### src/rtl/priority_seq_fsm.sv
// Four-state priority sequencer (IDLE/RUN/MIDDLE/LAST) with a configurable select
// decode, a LAST dwell length and an optional RUN timeout.
module priority_seq_fsm #(
    parameter int unsigned SEL_W       = 2,
    parameter int unsigned SEL_IDLE    = 2,
    parameter int unsigned SEL_LAST    = 3,
    parameter int unsigned LAST_LEN    = 1,
    parameter int unsigned RUN_TIMEOUT = 0
) (
    input  logic             clk,
    input  logic             rst_n,
    input  logic             go,
    input  logic [SEL_W-1:0] sel,
    output logic             f,
    output logic             timeout,
    output logic             busy,
    output logic [1:0]       state_o
);

    localparam int unsigned CNT_MAX = (LAST_LEN > RUN_TIMEOUT) ? LAST_LEN : RUN_TIMEOUT;
    localparam int unsigned CW      = (CNT_MAX < 1) ? 1 : $clog2(CNT_MAX + 1);

    localparam logic [CW-1:0]    LAST_END = CW'(LAST_LEN - 1);
    localparam logic [CW-1:0]    RUN_END  = CW'((RUN_TIMEOUT == 0) ? 0 : RUN_TIMEOUT - 1);
    localparam logic [SEL_W-1:0] SEL_I    = SEL_W'(SEL_IDLE);
    localparam logic [SEL_W-1:0] SEL_L    = SEL_W'(SEL_LAST);
    localparam bit               TO_EN    = (RUN_TIMEOUT != 0);

    generate
        if (LAST_LEN == 0) begin : g_bad_last_len
            $error("priority_seq_fsm: LAST_LEN must be at least 1");
        end
        if ((64'(SEL_IDLE) >> SEL_W) != 0 || (64'(SEL_LAST) >> SEL_W) != 0) begin : g_bad_sel
            $error("priority_seq_fsm: SEL_IDLE/SEL_LAST do not fit in SEL_W bits");
        end
    endgenerate

    typedef enum logic [1:0] {
        IDLE   = 2'd0,
        RUN    = 2'd1,
        LAST   = 2'd2,
        MIDDLE = 2'd3
    } state_t;

    state_t        state, state_nx;
    logic [CW-1:0] run_cnt, run_cnt_nx;
    logic [CW-1:0] last_cnt, last_cnt_nx;
    logic          timeout_nx;

    always_ff @(posedge clk) begin
        if (!rst_n) begin
            state    <= IDLE;
            run_cnt  <= '0;
            last_cnt <= '0;
            f        <= 1'b0;
            timeout  <= 1'b0;
        end else begin
            state    <= state_nx;
            run_cnt  <= run_cnt_nx;
            last_cnt <= last_cnt_nx;
            f        <= (state == LAST);
            timeout  <= timeout_nx;
        end
    end

    always_comb begin
        state_nx    = state;
        run_cnt_nx  = run_cnt;
        last_cnt_nx = last_cnt;
        timeout_nx  = 1'b0;
        case (state)
            IDLE: begin
                if (go) begin
                    state_nx   = RUN;
                    run_cnt_nx = '0;
                end
            end
            RUN: begin
                // go=0 outranks the timeout exit, so a coincident drop gives no pulse
                if (!go) begin
                    state_nx = MIDDLE;
                end else if (TO_EN && run_cnt == RUN_END) begin
                    state_nx   = MIDDLE;
                    timeout_nx = 1'b1;
                end else if (run_cnt != '1) begin
                    run_cnt_nx = run_cnt + CW'(1);
                end
            end
            MIDDLE: begin
                if (go) begin
                    state_nx   = RUN;
                    run_cnt_nx = '0;
                end else if (sel == SEL_I) begin
                    state_nx = IDLE;
                end else if (sel == SEL_L) begin
                    state_nx    = LAST;
                    last_cnt_nx = '0;
                end
            end
            LAST: begin
                if (last_cnt == LAST_END) begin
                    state_nx = IDLE;
                end else if (last_cnt != '1) begin
                    last_cnt_nx = last_cnt + CW'(1);
                end
            end
            default: state_nx = IDLE;
        endcase
    end

    assign busy    = (state != IDLE);
    assign state_o = state;

endmodule
### config.mk
export PLATFORM = sky130hd
export DESIGN_NAME = priority_seq_fsm
export DESIGN_NICKNAME = d
export VERILOG_FILES = /design/src/rtl/priority_seq_fsm.sv
export SDC_FILE = /design/constraint.sdc
export NUM_CORES = 1
export LEC_CHECK = 0
export ABC_AREA = 1
export BUFFER_PORTS_ARGS = -buffer_cell sky130_fd_sc_hd__buf_2
export CAP_MARGIN = 20
export CORE_AREA = 3 3 40 42
export DETAILED_ROUTE_END_ITERATION = 10
export DIE_AREA = 0 0 43 45
export PLACE_DENSITY = 0.3
export SLEW_MARGIN = 40
export SYNTH_ARGS = -nofsm -noshare
export SYNTH_HDL_FRONTEND = slang
export SYNTH_SLANG_ARGS = --single-unit
### constraint.sdc
create_clock -name clk -period 2.5 [get_ports clk]
set_clock_uncertainty 0.15 [all_clocks]
set_input_delay 0.625 -clock clk [delete_from_list [all_inputs] [get_ports clk]]
set_output_delay 0.625 -clock clk [all_outputs]
set_load 0.005 [all_outputs]
==> impl_metrics.json, run 1 <==
{
  "maxCapViolCount": 0,
  "fmax_ghz": 0.596,
  "drc": 0,
  "critPathSlowestCell": "dfxtp_1",
  "grt_overflow_total": 0,
  "holdPathStages": 2,
  "hold_class": "flip-flop to flip-flop",
  "grt_max_degree": 6,
  "yosys_most_used_dff": "dfxtp_1",
  "cts_buffers": 3,
  "instances_no_fill": 48,
  "fp.coreArea_sq_mm": 0.00128,
  "final_hold_viol_count": 0,
  "synth_area_leaders": "dfxtp_1 (43%), nand2_1 (19%), inv_1 (14%), nor2_1 (8.1%), buf_4 (5.4%)",
  "r2r_slack_ps": 1650,
  "holdBufCountCts": 0,
  "cts_num_sinks": 3,
  "period_share_pct": 67.1,
  "syn_area_per_cell_sq_um": 6.31,
  "min_from": "state_o[1]",
  "antenna_found_initial": 0,
  "wirelength_um": 356,
  "num_rows": 13,
  "netlist.area_leader.share_pct": 43.2,
  "cp_cell_sequence": "or2_1 > buf_2",
  "power_density_mw_per_mm2": 718,
  "syn2layout_area_growth_pct": 55.9,
  "ys_top_cells_by_count": "nand2_1 (7), inv_1 (5), dfxtp_1 (3), nor2_1 (3)",
  "cts_tree": "done",
  "yosysUniqueCellTypes": 8,
  "final_layout_size_suffix_gt1_share_pct": 33.3,
  "cp_max_fo": 4,
  "yosys_warnings": 0,
  "cpPeakStageDelay_ps": 330,
  "dp_hpwl_um": 272,
  "status": "complete, no violations",
  "grt_pass1_vias": 153,
  "yosysMostFrequentCell": "nand2_1",
  "grt_usage_pct": 5.25,
  "nets": 39,
  "drtIter0Drc": 2,
  "tns_ps": 0,
  "drtAntennaViolNets": 0,
  "die-area_sq_mm": 0.00194,
  "vias": 144,
  "synth_seq_area_share_pct": 43.2,
  "arrival_ps": 900,
  "dpl.cell_count": 44,
  "setup_viol": 0,
  "port_buffers": 8,
  "r2r-end": "state_o[1]",
  "synth_top_area_cell": "dfxtp_1",
  "cp_data_required_time_ps": 1730,
  "worstSetupStartpoint": "state_o[1]",
  "htree_levels": 1,
  "r2r_start": "state_o[1]",
  "cp-start-kind": "flip-flop",
  "reg2reg_depth": 3,
  "critPathCaptureType": "primary output",
  "antennaDiodeCount": 0,
  "netlist_instances": 22,
  "final-max-slew-violation-count": 0,
  "fin_util_pct": 16.8,
  "synth_edf_count": 0,
  "finalCriticalPeriod_ps": 1680,
  "criticalPathCategory": "flip-flop to primary output",
  "synth_seq_cells": 3,
  "ctsRootBufferMaster": "clkbuf_4",
  "drt_first_pass_iters": 2,
  "vdd_drop_max_mv": 0.319,
  "die_y_um": 45,
  "grt_pass1_wl_um": 627,
  "clk_latency_ps": 230,
  "clockBufferDepth": 2,
  "synth_nets": 27,
  "avgViaCountPerCell": 3.00,
  "worstHoldEndpoint": "f",
  "route.detailed.wl_per_inst_um": 7.42,
  "io_pins": 10,
  "clk_pin_slew_ps": 40,
  "postSynth.asyncResetShare_pct": 0,
  "gp_congestion": 0.661,
  "cts_setup_buffers": 0,
  "die_w_um": 43,
  "start_util_pct": 10.8,
  "rsz0062_at_grt": "false",
  "nFillCells": 154,
  "leakage_nw": 0.134,
  "syn_area_sq_um": 139,
  "post_cts_resized": 0
}
-- cell type report --
cell class	instances	area, sq um	area share [%]
inverter	5	18.8	8.67
tap	15	18.8	8.67
clock buffer	4	26.3	12.1
multi-input combinational	13	52.6	24.3
sequential	3	60.1	27.7
timing repair buffer	8	40.0	18.5
-- per-layer routing --
| metal | wire length [um] | vias to the layer above | track usage (%) |
|---|---|---|---|
| li1 | - | 82 | - |
| met1 | 179 | 53 | 5.31 |
| met2 | 105 | 9 | 5.09 |
| met3 | 72 | 0 | 8.37 |
| met4 | 0 | 0 | 1.81 |
| met5 | 0 | - | 0 |
-- worst max-delay path: cells and delay by family (launching register included) --
kind	cells	cell delay, ps
flops	1	330
buf+inv	1	120
simple gates	1	220
-- how the worst max path moves through the flow --
stage          endpoint  slack, ps  cells past startpoint
3_5_place_dp       busy       1060                      2
3_3_place_gp       busy       1070                      2
4_1_cts            busy        810                      2
2_1_floorplan      busy       1180                      1
6_report           busy        820                      2
5_1_grt            busy        750                      2
-- through the flow --
step	worst slack [ps]	instance area [sq um]	power [W]	hold WS (ps)
2_1_floorplan	1180	139	0.0000626	326
3_3_place_gp	1070	190	0.0000711	344
3_5_place_dp	1060	190	0.0000713	340
4_1_cts	807	216	0.000162	355
5_1_grt	755	216	0.000173	395
6_report	823	216	0.000155	355
-- logic make-up after synthesis --
logic type             count (synthesis)  share of synthesized area (%)
DFF                                    3                           43.2
and+or+nand+nor                       12                           35.1
buffers and inverters                  6                           18.9
other                                  1                           2.70
-- state kept, by name, indices dropped and copies added, names as in the netlist --
| signal | cells |
|---|---|
| state_o | 2 |
| f | 1 |
-- where the power goes --
group | switching, W | internal [W] | leakage [nW]
clock | 0.0000253 | 0.0000598 | 0.0150
sequential | 0.00000287 | 0.0000510 | 0.0247
combinational | 0.00000800 | 0.00000844 | 0.0943
-- placed cells by master, fill, tap and decap left out --
cell	n
nand3_1	1
or2_1	1
buf_2	8
nand2_1	7
inv_1	5
clkbuf_1	1
dfxtp_1	3
clkbuf_4	3
nor2_1	3
conb_1	1
(Power assumes the default switching activity.)
==> run 2: changes to the inputs <==
- clock period: 2.5 -> 1.4 ns (I/O delays scaled with it)
==> run 2 against run 1 <==
  * Final cell count increased by 2.1%
  * Cell area increased by 4.6%
  * Worst setup slack got worse by 800 ps
  * Flip-flop and latch count unchanged
  * First-iteration DRC count unchanged
  * Sequential share of layout area decreased by 0.12 points
  * Utilization increased by 0.78 points
  * Clock power increased by 80%
  * Wire length increased by 5.3%
  * Sequential power increased by 79%
  * Global-route usage increased by 0.17 points
  * Largest power group unchanged
==> impl_metrics.json, run 2 (synthesis results as in run 1) <==
{
  "grt_overflow_total": 0,
  "vdd_drop_max_mv": 0.572,
  "dpl.cell_count": 44,
  "cts_tree": "done",
  "pwr-share-clk_pct": 54.4,
  "cp_data_required_time_ps": 900,
  "avgViaCountPerCell": 3.10,
  "holdBufCountCts": 0,
  "cp_max_fo": 5,
  "port_buffers": 8,
  "largest_register_ffs": 2,
  "start_util_pct": 10.8,
  "clk_latency_ps": 230,
  "final-max-slew-violation-count": 0,
  "fin_util_pct": 17.6,
  "power_density_mw_per_mm2": 1240,
  "route.detailed.wl_per_inst_um": 7.65,
  "cts_buffers": 3,
  "critPathCaptureType": "primary output",
  "fmax_ghz": 0.724,
  "cp-start-kind": "flip-flop",
  "p_switching_w": 0.0000659,
  "finalCriticalPeriod_ps": 1380,
  "internal_power_w": 0.000216,
  "final_common_cell": "buf_2",
  "dp_hpwl_um": 272,
  "drtAntennaViolNets": 0,
  "drc": 0,
  "hold_ws_ps": 177,
  "fin_area_sq_um": 226,
  "antenna_found_initial": 0,
  "clk_pin_slew_ps": 40,
  "switching_share_pct": 23.4,
  "leakage_nw": 0.140,
  "placed_area_sq_um": 190,
  "fp.coreArea_sq_mm": 0.00128,
  "criticalPathCategory": "flip-flop to primary output",
  "drtIter0Drc": 2,
  "period_share_pct": 98.6,
  "grt_pass1_wl_um": 655,
  "final_hold_viol_count": 0,
  "nFillCells": 153,
  "ctsRootBufferMaster": "clkbuf_4",
  "antennaDiodeCount": 0,
  "gp_congestion": 0.661,
  "die-area_sq_mm": 0.00194,
  "layout_common_cells": "buf_2 (8), nand2_1 (7), inv_1 (5)",
  "io_pins": 10,
  "combPwrFrac_pct": 11.4,
  "syn2layout_area_growth_pct": 63.1,
  "wirelength_um": 375,
  "maxCapViolCount": 0,
  "hold_class": "input pin to flip-flop",
  "final_layout_size_suffix_gt1_share_pct": 41.2,
  "setup_viol": 0,
  "nets": 40,
  "tns_ps": 0,
  "grt_pass1_vias": 158,
  "num_rows": 13,
  "vias": 152,
  "instances_no_fill": 49,
  "rsz0062_at_grt": "true",
  "die_y_um": 45,
  "clockBufferDepth": 2,
  "seq_power_share_pct": 34.2,
  "arrival_ps": 880,
  "grt_usage_pct": 5.42,
  "htree_levels": 1,
  "drt_first_pass_iters": 2,
  "die_w_um": 43,
  "cts_num_sinks": 3,
  "status": "complete, no violations",
  "grt_max_degree": 6
}
run 2: cell type report:
| class | count | area [sq um] | share of cell area, % |
|---|---|---|---|
| clock buffers | 4 | 26.3 | 11.6 |
| repair buffers | 9 | 47.5 | 21.0 |
| multi-input cells | 13 | 52.6 | 23.2 |
| well taps | 15 | 18.8 | 8.29 |
| inverters | 5 | 18.8 | 8.29 |
| flip-flops and latches | 3 | 62.6 | 27.6 |
run 2: path summary, 6_finish.rpt:
kind / endpoint / slack (ps) / cells after the start / from
hold reg to reg: state_o[1] / 360 / 2 / state_o[0]
setup / recovery: busy / 20 / 2 / state_o[0]
setup reg to reg: state_o[1] / 530 / 4 / state_o[1]
hold / removal: state_o[1] / 180 / 3 / sel[0]
run 2: worst max-delay path, stage by stage (launching register included):
cell and delay (ps):
dfxtp_2 330, or2_1 200, buf_2 120
run 2: timing repair:
| item | in CTS | in global routing |
|---|---|---|
| pin swaps | 0 | 0 |
| resized for setup | 2 | 0 |
| setup buffers | 1 | 0 |
| gates cloned | 0 | 0 |
| endpoints found under the setup margin | 1 | 1 |
run 2: through the flow:
step | setup WS, ps | power (W)
floorplan | 353 | 0.000112
global placement | 243 | 0.000127
detailed placement | 240 | 0.000127
CTS | 3.19 | 0.000293
global route | -35.8 | 0.000311
finish | 19.6 | 0.000281
run 2: power by group through the flow:
stage	clock network [W]	logic (W)	registers [W]
5_1_grt	0.000176	0.0000381	0.0000971
6_report	0.000153	0.0000321	0.0000963
2_1_floorplan	0	0.0000148	0.0000969
4_1_cts	0.000164	0.0000327	0.0000961
3_3_place_gp	0	0.0000306	0.0000964
3_5_place_dp	0	0.0000299	0.0000973
run 2: routing by layer:
layer	vias to the layer above	track usage (%)	routed length, um
met3	0	8.37	72
met4	0	1.81	0
li1	85	-	-
met2	9	5.69	115
met5	-	0	0
met1	58	5.31	187
